===== config.mk =====
export PLATFORM = sky130hd
export DESIGN_NAME = bram_burst_reader
export DESIGN_NICKNAME = d
export VERILOG_FILES = /design/src/rtl/bram_burst_reader.sv
export SDC_FILE = /design/constraint.sdc
export NUM_CORES = 1
export LEC_CHECK = 0
export CORE_ASPECT_RATIO = 0.75
export CORE_MARGIN = 2
export CORE_UTILIZATION = 58
export CTS_BUF_LIST = sky130_fd_sc_hd__clkbuf_2 sky130_fd_sc_hd__clkbuf_4 sky130_fd_sc_hd__clkbuf_8
export DETAILED_ROUTE_END_ITERATION = 12
export PLACE_DENSITY = 0.95
export SLEW_MARGIN = 20
export SYNTH_ARGS = -nofsm -noshare
export SYNTH_HDL_FRONTEND = slang
export SYNTH_SLANG_ARGS = --single-unit

===== constraint.sdc =====
create_clock -name clk -period 3.5 [get_ports clk]
set_input_delay 0.35 -clock clk [delete_from_list [all_inputs] [get_ports clk]]
set_output_delay 0.35 -clock clk [all_outputs]
set_load 0.01 [all_outputs]

===== src/rtl/bram_burst_reader.sv =====
// Burst read sequencer for scratch BRAM port B with a 2-entry output FIFO.
// Define BRAM_READER_WRAP_EN for circular addressing over NUM_WORDS.
module bram_burst_reader #(
  parameter int B_WIDTH         = 64,
  parameter int B_ADDRESS_WIDTH = 3,
  parameter int NUM_WORDS       = 5
) (
  input  logic                       clk,
  input  logic                       rst_n,
  input  logic                       start,
  input  logic [B_ADDRESS_WIDTH-1:0] base_addr,
  input  logic [B_ADDRESS_WIDTH:0]   length,
  output logic                       busy,
  output logic                       done,
  output logic                       err,
  output logic                       enb,
  output logic                       web,
  output logic [B_ADDRESS_WIDTH-1:0] addrb,
  input  logic [B_WIDTH-1:0]         doutb,
  output logic                       m_valid,
  input  logic                       m_ready,
  output logic [B_WIDTH-1:0]         m_data,
  output logic                       m_last
);

  localparam int AW = B_ADDRESS_WIDTH;
  localparam logic [AW+1:0] NW = (AW+2)'(NUM_WORDS);
  localparam logic [AW:0] ONE_C = (AW+1)'(1);

  typedef enum logic [1:0] {
    IDLE,
    READ,
    DRAIN,
    DONE
  } state_t;

  state_t state_q, state_d;

  logic [AW-1:0] rd_ptr_q, rd_ptr_d;
  logic [AW-1:0] addr_q;
  logic [AW-1:0] ptr_inc;
  logic [AW:0]   issue_q, issue_d;
  logic [AW:0]   beat_q, beat_d;
  logic          err_q, err_d;
  logic          inflight_q;

  logic [B_WIDTH-1:0] mem_q [2];
  logic               wr_q, rd_q;
  logic [1:0]         cnt_q;

  logic          issue, fire, push, pop;
  logic          bad;
  logic [AW+1:0] base_x, len_x;

  assign base_x = {2'b00, base_addr};
  assign len_x  = {1'b0, length};

`ifdef BRAM_READER_WRAP_EN
  localparam logic [AW-1:0] LAST = AW'(NUM_WORDS - 1);
  assign ptr_inc = (rd_ptr_q == LAST) ? '0 : rd_ptr_q + AW'(1);
  assign bad     = (len_x > NW) || (base_x >= NW);
`else
  assign ptr_inc = rd_ptr_q + AW'(1);
  assign bad     = ((base_x + len_x) > NW) || (base_x >= NW);
`endif

  // a read needs a free slot counting the word in the BRAM pipe
  assign issue = (state_q == READ) && (issue_q != '0) &&
                 ((2'(inflight_q) + cnt_q) < 2'd2);

  assign m_valid = (cnt_q != 2'd0) || inflight_q;
  assign fire    = m_valid && m_ready;
  assign pop     = fire && (cnt_q != 2'd0);
  assign push    = inflight_q && !(fire && (cnt_q == 2'd0));

  assign m_data = (cnt_q != 2'd0) ? mem_q[rd_q] :
                  (inflight_q ? doutb : '0);
  assign m_last = m_valid && (beat_q == ONE_C);

  assign enb   = issue;
  assign web   = 1'b0;
  assign addrb = issue ? rd_ptr_q : addr_q;
  assign busy  = (state_q == READ) || (state_q == DRAIN);
  assign done  = (state_q == DONE);
  assign err   = (state_q == DONE) && err_q;

  always_comb begin
    state_d  = state_q;
    rd_ptr_d = rd_ptr_q;
    issue_d  = issue_q;
    beat_d   = beat_q;
    err_d    = err_q;
    if (fire) beat_d = beat_q - ONE_C;
    unique case (state_q)
      IDLE: begin
        if (start) begin
          err_d = 1'b0;
          if (length == '0) begin
            state_d = DONE;
          end else if (bad) begin
            state_d = DONE;
            err_d   = 1'b1;
          end else begin
            state_d  = READ;
            rd_ptr_d = base_addr;
            issue_d  = length;
            beat_d   = length;
          end
        end
      end
      READ: begin
        if (issue) begin
          rd_ptr_d = ptr_inc;
          issue_d  = issue_q - ONE_C;
          if (issue_q == ONE_C) state_d = DRAIN;
        end
      end
      DRAIN: begin
        if ((beat_q == '0) || ((beat_q == ONE_C) && fire))
          state_d = DONE;
      end
      DONE: state_d = IDLE;
      default: state_d = IDLE;
    endcase
  end

  always_ff @(posedge clk or negedge rst_n) begin
    if (!rst_n) begin
      state_q    <= IDLE;
      rd_ptr_q   <= '0;
      addr_q     <= '0;
      issue_q    <= '0;
      beat_q     <= '0;
      err_q      <= 1'b0;
      inflight_q <= 1'b0;
      mem_q[0]   <= '0;
      mem_q[1]   <= '0;
      wr_q       <= 1'b0;
      rd_q       <= 1'b0;
      cnt_q      <= 2'd0;
    end else begin
      state_q    <= state_d;
      rd_ptr_q   <= rd_ptr_d;
      issue_q    <= issue_d;
      beat_q     <= beat_d;
      err_q      <= err_d;
      inflight_q <= issue;
      if (issue) addr_q <= rd_ptr_q;
      if (push) begin
        mem_q[wr_q] <= doutb;
        wr_q        <= ~wr_q;
      end
      if (pop) rd_q <= ~rd_q;
      cnt_q <= cnt_q + 2'(push) - 2'(pop);
    end
  end

endmodule


==> results of run 1 <==
## sequential cells by signal (all words and copies together) (netlist names)
name	cells
state_q	2
rd_q	1
beat_q	4
wr_q	1
err_q	1
issue_q	4
cnt_q	2
addr_q	3
inflight_q	1
mem_q	128
rd_ptr_q	3
## metal layers
layer  GRT usage (%)  vias to the layer above  wire length [um]  part of all wire (%)
met3            5.12                       18              1100                   6.2
li1                -                     2660                 -                     -
met5               0                        -                 0                     0
met4            7.00                        0               223                   1.3
met1            35.4                     2900              7850                    44
met2            42.3                      186              8610                    48
## layout by cell type (no fill, tap or decap), types with 2 or more instances in the layout
master,count
dfrtp_1,148
clkdlybuf4s50_1,146
mux2_2,130
o21ai_0,73
mux2i_1,70
nand3_1,68
clkbuf_8,20
inv_1,17
nand2_1,17
ha_1,16
buf_4,10
nor2_1,9
nor3_1,6
xnor2_1,5
a21oi_1,5
clkinv_2,5
o41ai_1,4
and2_1,3
and3_1,3
bufinv_16,3
nand2b_1,2
nand4_1,2
nor2b_1,2
nor2_4,2
xor2_1,2
a31oi_1,2
o211ai_1,2
nor4b_1,2
clkinvlp_4,2
## power by group
part           internal [mW]  leakage, nW  switching [mW]
combinational           2.60         2.14            2.10
clock                  0.736        0.203           0.607
sequential              2.59         1.83           0.667
## worst reg2reg max path: stages (launching register included)
cell and delay [ps]:
dfrtp_1 440, inv_1 110, ha_1 200, or3b_2 190, and3_1 400, nor4b_1 550
nand3_1 150, mux2i_1 190, nor3_1 90
## worst max-delay path by stage
stage	slack, ps	depth (start not counted)	end
2_1_floorplan	1220	7	addrb[1]
3_3_place_gp	440	9	issue_q[2]
3_5_place_dp	390	9	issue_q[2]
4_1_cts	150	7	addrb[1]
5_1_grt	20	7	addrb[1]
6_report	160	7	addrb[1]
## kinds of logic (layout without fill, tap and decap cells)
kind of cell             after synthesis  after routing  share of synthesized area, %
flip-flops                           150            150                          48.5
XOR/XNOR                               7              7                         0.792
other                                  1              1                        0.0484
AND/OR/NAND/NOR                      125            125                          8.32
AO/OA/AOI/OAI                        100            100                          7.89
multiplexers                         200            200                          28.0
adder cells (fa/ha/maj)               17             17                          2.84
buffers and inverters                 63            205                          3.67
## area by class of cell
type                    instances  area, sq um
inverters                      17         63.8
clock inverters                10          130
fillers                       819         3280
flip-flops and latches        150         3760
repair buffers                158         1570
clock buffers                  20          269
multi-input cells             450         3730
well taps                     171          214
==> impl_results.md, run 1 <==
* Post-CTS resize count at 0
* Port buffer count at 147
* Tmin final at roughly 3300 ps
* First-pass GRT wire length at 29200 um
* Reg-to-reg endpoint: issue_q[3]
* Cells after DPL at approximately 950
* CP Max Fanout at 12
* Synth Area per Inst at between 10 and 15 sq um
* RSZ-0062 raised after global routing: false
* N_diodes at 0
* CP cell instances: inv_1 -> ha_1 -> or3b_2 -> and3_1 -> nand2_1 -> mux2_2 -> clkdlybuf4s50_1
* Top cells by area, synth: dfrtp_1, mux2_2, mux2i_1, o21ai_0, nand3_1
* Critical path capture point type: output port
* Max IR drop VDD at 0.000610 V
* Clock Root Buffer: clkbuf_8
* Ys async rst share at 100%
* Hold-fix buffers, CTS at 0
* Die span in x at 137 um
* Total Neg Setup Slack at 0 ps
* Max cap viols at 0
* Clock Pin Slew Worst Setup and Hold Paths at 70 ps
* Buf+Inv Stages, Crit Path at 2
* DRT Wirelength at 17800 um
* Count leader, synth: dfrtp_1
* Post-route antenna net violation count at 0
* Crit path setup slack, layout at 156 ps
* Clock Skews at 7.61 ps
* Deepest clock path buffer count at 2
* Initial antenna violation count at 0
* Final setup violating endpoints at 0
* Total core area at ~13000 sq um
* Final hold viol count at 0
* P_leak at 4.18 nW
* FF-to-FF path depth at 8
* Most used DFF post-synth: dfrtp_1
* Routed length per instance at ~18 um
* DR vias/cell at ~5.9
* Largest stage delay on the critical path at 480 ps
* Clk sinks at 150
* CP Class: register to output port
* H-tree depth at 4
* Remaining global-route overflow at 0
* Seq/Total Area, Yosys at 48.5%
* Worst Path Required at 3150 ps
* CTS buffer count at 17
* Post-synth EDFFs at 0
* Worst slack, placed at 387 ps
* Post-DP HPWL at 11900 um
* Crit path launch: issue_q[0]
* Status: completed
* Height of the die at 104 um
* Syn_nets at 755
* Cell Area, Synth at roughly 7700 sq um
* GRT Overall Usage at ~26%
* Worst Hold Class: input pin to asynchronous set/reset pin
* Slew Limit Fails at 0
* CTS tree: done
* Initial Util at 59.5%
* Post-Layout Cell Count at between 900 and 1000
* Clk_lat worst skew at 430 ps
* Worst slew pin tran at roughly 940 ps
* Reg-to-reg startpoint: issue_q[0]
* Delay-heaviest family, CP: simple AND/OR/NAND/NOR gates
* Layout cell share with drive strength beyond 1 at 23.0%
* Synth unique cells at 53
* Yosys reg bits at 150
* Final Cycle Share at 95.5%
* Gate Count Post-Synth at 663
* Fmax at 0.299 GHz
* Final hold slack at 52.7 ps
* Via Count at 5764
* Final Power at 9.30 mW
* Fin nets at 886
* Synth warn at 0
* Largest net degree at the start of global routing at between 100 and 150
* DRC Markers at 0
* Yosys top cell area share at 48.5%
* Area leader, netlist: dfrtp_1
* # rows at 36
* Startpoint Class: register
* Pwr per Cell Area at between 900 and 1000 nW/um^2
* Gpl congestion at ~0.85
* Ports at 149
* Starting DRT DRC Count at 237
* Finished Cell Area at 9740 sq um
* Die Footprint at ~14000 sq um
* Worst path arrival time at 2990 ps
* Worst reg-to-reg setup slack at 1040 ps
* Post-synth top cells: dfrtp_1, mux2_2, o21ai_0
* Headroom to the max-slew limit at 37.2%
* Fin util at 74.8%
* Critical path's slowest cell: clkdlybuf4s50_1
* Vias in the first global route at 5904
* Post-CTS Setup Inserts at 0
* Drt pass-1 iters at 4
* Area after detailed placement at ~9300 sq um
* Synthesis-to-finish area growth at 25.7%
Note: power is estimated with default switching activity, not from simulation.
==> run 2: changes to the inputs <==
--- a/config.mk
+++ b/config.mk
@@ -5,6 +5,7 @@
 export SDC_FILE = /design/constraint.sdc
 export NUM_CORES = 1
 export LEC_CHECK = 0
+export CAP_MARGIN = 25
 export CORE_ASPECT_RATIO = 0.75
 export CORE_MARGIN = 2
 export CORE_UTILIZATION = 58
==> results of run 2 <==
No change in the layout: final DEF, timing and power equal those of run 1.
